File: src/rtl/div8_fa_restoring.sv
`default_nettype none
// ============================================================================
// Module      : div8_fa_restoring
// Description : 8-bit unsigned restoring array divider built from full-adder
//               subtractor stages, with the quotient and remainder registered.
// Revision    : 1.0 - initial release
// ============================================================================
module div8_fa_restoring (
    input  logic       clk,
    input  logic       rst_n,
    input  logic       in_valid,
    input  logic [7:0] SBC,
    input  logic [7:0] SC,
    output logic       out_valid,
    output logic [7:0] Q,
    output logic [7:0] R
);

    // Partial remainder entering each stage; entry 8 is the final remainder.
    logic [7:0] w_p [0:8];
    logic [7:0] w_q;
    logic       r_out_valid;
    logic [7:0] r_q;
    logic [7:0] r_r;

    assign w_p[0] = 8'h00;

    genvar s, b;
    generate
        for (s = 0; s < 8; s = s + 1) begin : g_stage
            logic [8:0] w_x;
            logic [9:0] w_cy;
            logic [7:0] w_d;
            logic       w_qb;

            assign w_x     = {w_p[s], SBC[7-s]};
            assign w_cy[0] = 1'b1;

            for (b = 0; b < 9; b = b + 1) begin : g_fa
                logic w_y;
                if (b < 8) begin : g_lo
                    assign w_y    = ~SC[b];
                    assign w_d[b] = w_x[b] ^ w_y ^ w_cy[b];
                end else begin : g_hi
                    // Divisor is zero-extended to 9 bits, so its inverted MSB is 1.
                    assign w_y = 1'b1;
                end
                assign w_cy[b+1] = (w_x[b] & w_y) | (w_cy[b] & (w_x[b] ^ w_y));
            end

            // Carry-out set means no borrow: keep the difference, else restore.
            assign w_qb       = w_cy[9];
            assign w_q[7-s]   = w_qb;
            assign w_p[s+1]   = (w_d & {8{w_qb}}) | (w_x[7:0] & {8{~w_qb}});
        end
    endgenerate

    always_ff @(posedge clk or negedge rst_n) begin
        if (!rst_n) begin
            r_out_valid <= 1'b0;
            r_q         <= 8'h00;
            r_r         <= 8'h00;
        end else begin
            r_out_valid <= in_valid;
            if (in_valid) begin
                r_q <= w_q;
                r_r <= w_p[8];
            end
        end
    end

    assign out_valid = r_out_valid;
    assign Q         = r_q;
    assign R         = r_r;

endmodule
`default_nettype wire

File: config.mk
export PLATFORM = sky130hd
export DESIGN_NAME = div8_fa_restoring
export DESIGN_NICKNAME = d
export VERILOG_FILES = /design/src/rtl/div8_fa_restoring.sv
export SDC_FILE = /design/constraint.sdc
export NUM_CORES = 1
export LEC_CHECK = 0
export BUFFER_PORTS_ARGS = -buffer_cell sky130_fd_sc_hd__buf_2
export CORE_MARGIN = 3
export CORE_UTILIZATION = 31
export DETAILED_ROUTE_END_ITERATION = 10
export PLACE_DENSITY = 0.52
export SYNTH_ARGS = -nofsm -noshare
export SYNTH_HDL_FRONTEND = slang
export SYNTH_SLANG_ARGS = --single-unit
File: constraint.sdc
create_clock -name clk -period 1.1 [get_ports clk]
set_clock_uncertainty 0.15 [all_clocks]
set_input_delay 0.22 -clock clk [delete_from_list [all_inputs] [get_ports clk]]
set_output_delay 0.22 -clock clk [all_outputs]
set_load 0.03 [all_outputs]
After elaboration in Yosys (flattened, before gate mapping)
Index checks and enable logic that the tools add are counted.
{"block": "word_totals", "mem_count": 0, "romBits": 0, "latchBits": 0, "reg_bits": 17, "elab_cells": 355, "output_inout_bits": 17, "input_bits": 19, "ramBits": 0}
{"block": "op_classes", "n_reduce_logical": 0, "mux": 0, "div": 0, "n_lt_le_gt_ge": 0, "n_shift": 0, "n_eq_ne": 0, "n_addsub": 0, "bitwise": 352, "n_mul": 0}
{"operator": "1-bit AND", "count": 120}
{"operator": "8-bit AND", "count": 15}
{"operator": "1-bit bitwise XOR", "count": 113}
{"operator": "1-bit OR", "count": 64}
{"operator": "8-bit OR", "count": 8}
{"operator": "1-bit NOT", "count": 31}
{"operator": "1-bit by 8-bit AND with 8-bit output", "count": 1}

Depth between registers and ports, before layout
{"block": "depth", "depth_word": 153, "ltp_mapped": 105, "mapped_depth_nobuf": 100}

Least setup slack after synthesis
Ideal clock, no wire load.
{"block": "synth_timing", "path_type": "input-to-reg", "from": "in SBC[7]", "to": "reg r_r[0], in the netlist R[0]", "arrival_ns": 23.865, "setup_time_ns": 0.121, "path_stages": 102, "t_required_ns": 0.829, "n_path_buf": 4, "path_slack_ns": -23.036, "cell_sequence": "inv_1 ha_1 inv_1 ha_1 ha_1 ha_1 ha_1 ha_1 ha_1 ha_1 buf_4 clkbuf_1 nand2_1 o21ai_0 fa_1 inv_1 fa_1 inv_1 [66 not listed] buf_2 o21ai_0 fa_1 inv_1 fa_1 fa_1 fa_1 inv_1 fa_1 inv_1 fa_1 inv_1 fa_1 inv_1 a221oi_4 mux2i_4 o21a_1 a22o_1"}
{"block": "synth_between", "elab_chain_cells": 152, "word_cells_on_any_way": 309, "cone_classes": "bitwise: 309"}
{"item": "from (decl)", "line": "12", "source": "input logic [7:0] SBC,"}
{"item": "1-bit AND or 1-bit bitwise XOR (tied branches)", "line": "48", "source": "assign w_cy[b+1] = (w_x[b] & w_y) | (w_cy[b] & (w_x[b] ^ w_y));"}
{"item": "1-bit OR *", "line": "48"}
{"item": "1-bit AND * (7 in a row)", "line": "48"}
{"item": "net g_stage[0].w_qb", "line": "34", "source": "logic w_qb;"}
{"item": "1-bit NOT", "line": "54", "source": "assign w_p[s+1] = (w_d & {8{w_qb}}) | (w_x[7:0] & {8{~w_qb}});"}
{"item": "1-bit by 8-bit AND with 8-bit output", "line": "54"}
{"item": "8-bit OR *", "line": "54"}
{"item": "1-bit bitwise XOR", "line": "43, 48"}
{"item": "[131 not listed]"}
{"item": "1-bit OR", "line": "48"}
{"item": "1-bit AND", "line": "48"}
{"item": "1-bit OR", "line": "48"}
{"item": "1-bit AND", "line": "48"}
{"item": "1-bit OR *", "line": "48"}
{"item": "1-bit NOT", "line": "54"}
{"item": "8-bit AND", "line": "54"}
{"item": "8-bit OR *", "line": "54"}
{"item": "to (signal assigned)", "line": "67", "source": "r_r <= w_p[8];"}
{"item": "to (decl)", "line": "24", "source": "logic [7:0] r_r;"}
The timed path passes the listed nets; every way through them passes the cells marked *.
A chain may end at the register's enable or synchronous reset.

Final worst setup path
Same ends and word-level chain as after synthesis.

==> impl_metrics.toml <==
[outcome]
status = "finished, violations left"
violations = "negative setup slack"

[worst_setup_path]
path_class = "primary input to flip-flop"
cpMaxStageDelayCell = "fa_2"
endpoint_kind = "flip-flop"
rr_worst_depth = 2
path_common_cell = "fa_2"
crit_path_start_kind = "primary input"
path_max_fanout = 7
worst_ep_required_time_ps = 1090
cp_data_arrival_time_ps = 21910
critPathMaxStageDelay_ps = 440
cp.depth = 99
cp.buffers_inverters = 19
path_delay_family = "adder cells"

[finish]
antenna_cells = 0
finalNetCount = 557
drive_above_1_share_pct = 64.27
syn_to_final_growth_pct = 60.61
final_cells = 606
final_util_pct = 51.73

[detailed_routing]
antenna_left = 0
first_pass_iters = 4
drt_iter0_drc = 72
avgRoutedWirePerCell_microns = 14.62
wl_microns = 8862
drc = 0
viasPerCell = 4.734
vias = 2869

[placed_design]
dp.final_hpwl_microns = 7505
io_buffers = 35
gp_congestion = 0.8144
place_inst = 566

[cts]
h-tree-depth = 1
root_buffer = "clkbuf_8"
clkSinkCount = 17
worstSkewPairLatency_ps = 240
cts_tree = "yes"
cts.path.max_buffers = 2
cts_made_buffers = 3
clkTransAtPathRegs_ps = 60

[timing]
drv_slew = 0
fin_crit_sh_pct = 1993
slew_headroom_pct = 69.00
fin_crit_ps = 21920
finalSetupViolCount = 33
max_freq_mhz = 45.62
worstMarginPinSlew_ps = 463.6
fin_ws_ps = -20820
grt_setup_unrepaired = "true"
hold_viol_final = 0

[pwr]
ir_drop_v = 0.001299
p_leak_nw = 2.266
power_density_mw_per_mm2 = 1847

[grt]
grt_pass1_wl_microns = 14930
grt_overflow = 0
grt_use_total_pct = 16.34
grt_max_degree = 18
antenna_found_initial = 0
grt_pass1_vias = 3076

[yosys]
ys.flop_type = "dfrtp_1"
synth_edf_count = 0
yosysWarnings = 0
synthDistinctLibCells = 63
ys_seq_area_share_pct = 13.39
synth_area_sq_mm = 0.003177
avgSynthCellArea_sq_um = 10.28
synth_top_area_share_pct = 30.88
ys_top_cells_by_count = "fa_1 (49), inv_1 (45), mux2_2 (21)"
synthArstFlopShare_pct = 100.0
synth_most_common_cell = "fa_1"
netlist_instances = 309
synth_top_area_cell = "fa_1"
synth_nets = 392
ys_ff_latch = 17
synth_area_leaders = "fa_1 (31%), dfrtp_1 (13%), mux2_2 (7.4%)"

[worst_hold_path]
hold_depth = 2
hold_class = "primary input to flip-flop"

[flow_run]
cap_viol_max_count = 0

[floorplan]
ios = 36
coreArea_sq_mm = 0.009864
fp.dieW_microns = 107.2
start_util_pct = 32.20
die_y_microns = 107.2
die-area_sq_mm = 0.01150
rows = 36
[power breakdown]
part           internal, W  switching, W
sequential        0.000866      0.000154
combinational      0.00418       0.00377
clock             0.000256      0.000196
total              0.00530       0.00412
[cells in the final DEF, fill, tap and decap left out, types with 4 or more instances in the layout]
master	instances
dfrtp_1	17
ha_1	7
a21oi_2	4
nand2_1	16
o21ai_1	7
buf_6	24
fa_2	49
mux2i_1	6
inv_2	17
o21a_1	4
mux2_4	7
nand2b_1	8
ha_4	8
buf_4	123
nor3b_1	4
buf_12	5
buf_2	16
mux2_2	16
inv_1	27
nor2_1	15
a21oi_1	6
and2_1	6
[flip-flops by register name (all words and copies together), names as in the netlist]
| name | count |
|---|---|
| Q | 8 |
| R | 8 |
| out_valid | 1 |
[logic make-up after synthesis]
family                   share of synthesized area, %
AND/OR/NAND/NOR                                 13.27
flip-flops                                      13.39
buffers and inverters                           7.877
multiplexers                                    10.99
adder cells (fa/ha/maj)                         36.79
AO/OA/AOI/OAI                                   17.69
[metrics by stage]
stage	instance area, sq um	TNS, ps	setup WS (ps)	total power [W]	hold WS (ps)
3_3_place_gp	4508	-261130	-21490	0.007816	3.909
6_report	5102	-253630	-20820	0.009422	170.6
2_1_floorplan	3510	-257400	-21280	0.005826	-225.6
3_5_place_dp	4508	-262910	-21610	0.007896	10.90
4_1_cts	4971	-256360	-21100	0.009260	160.3
5_1_grt	5102	-263870	-21640	0.01046	165.2
[per-layer routing]
layer | track usage (%) | vias up | share of wire [%]
met3 | 0.8429 | 6 | 2.4
met2 | 30.97 | 47 | 55
met5 | 0 | - | 0
met4 | 3.196 | 0 | 1.1
li1 | - | 1401 | -
met1 | 20.44 | 1415 | 42
[area by class of cell]
type,count,area [sq um]
fill,913,4762
multi-input combinational,235,2855
timing repair buffer,172,1429
sequential,17,425.4
inverter,45,181.4
tap,133,166.4
clock buffer,4,45.04
[path summary, 6_finish.rpt]
kind	from	endpoint	slack, ps
min reg2reg	R[6]	R[6]	380
max in group asynchronous	rst_n	Q[4]	260
min in group asynchronous	rst_n	R[0]	270
max	SBC[7]	R[0]	-20820
min	in_valid	out_valid	170
max reg2reg	R[4]	R[4]	50
[repair_timing]
item | 4_1_cts | 5_1_grt
hold endpoints to repair | 17 | 0
endpoints found under the setup margin | 33 | 33
hold buffers | 1 | 0
buffers inserted | 20 | 16
gates resized for setup | 69 | 5
pin swaps | 61 | 25
Note: power is estimated with default switching activity, not from simulation.
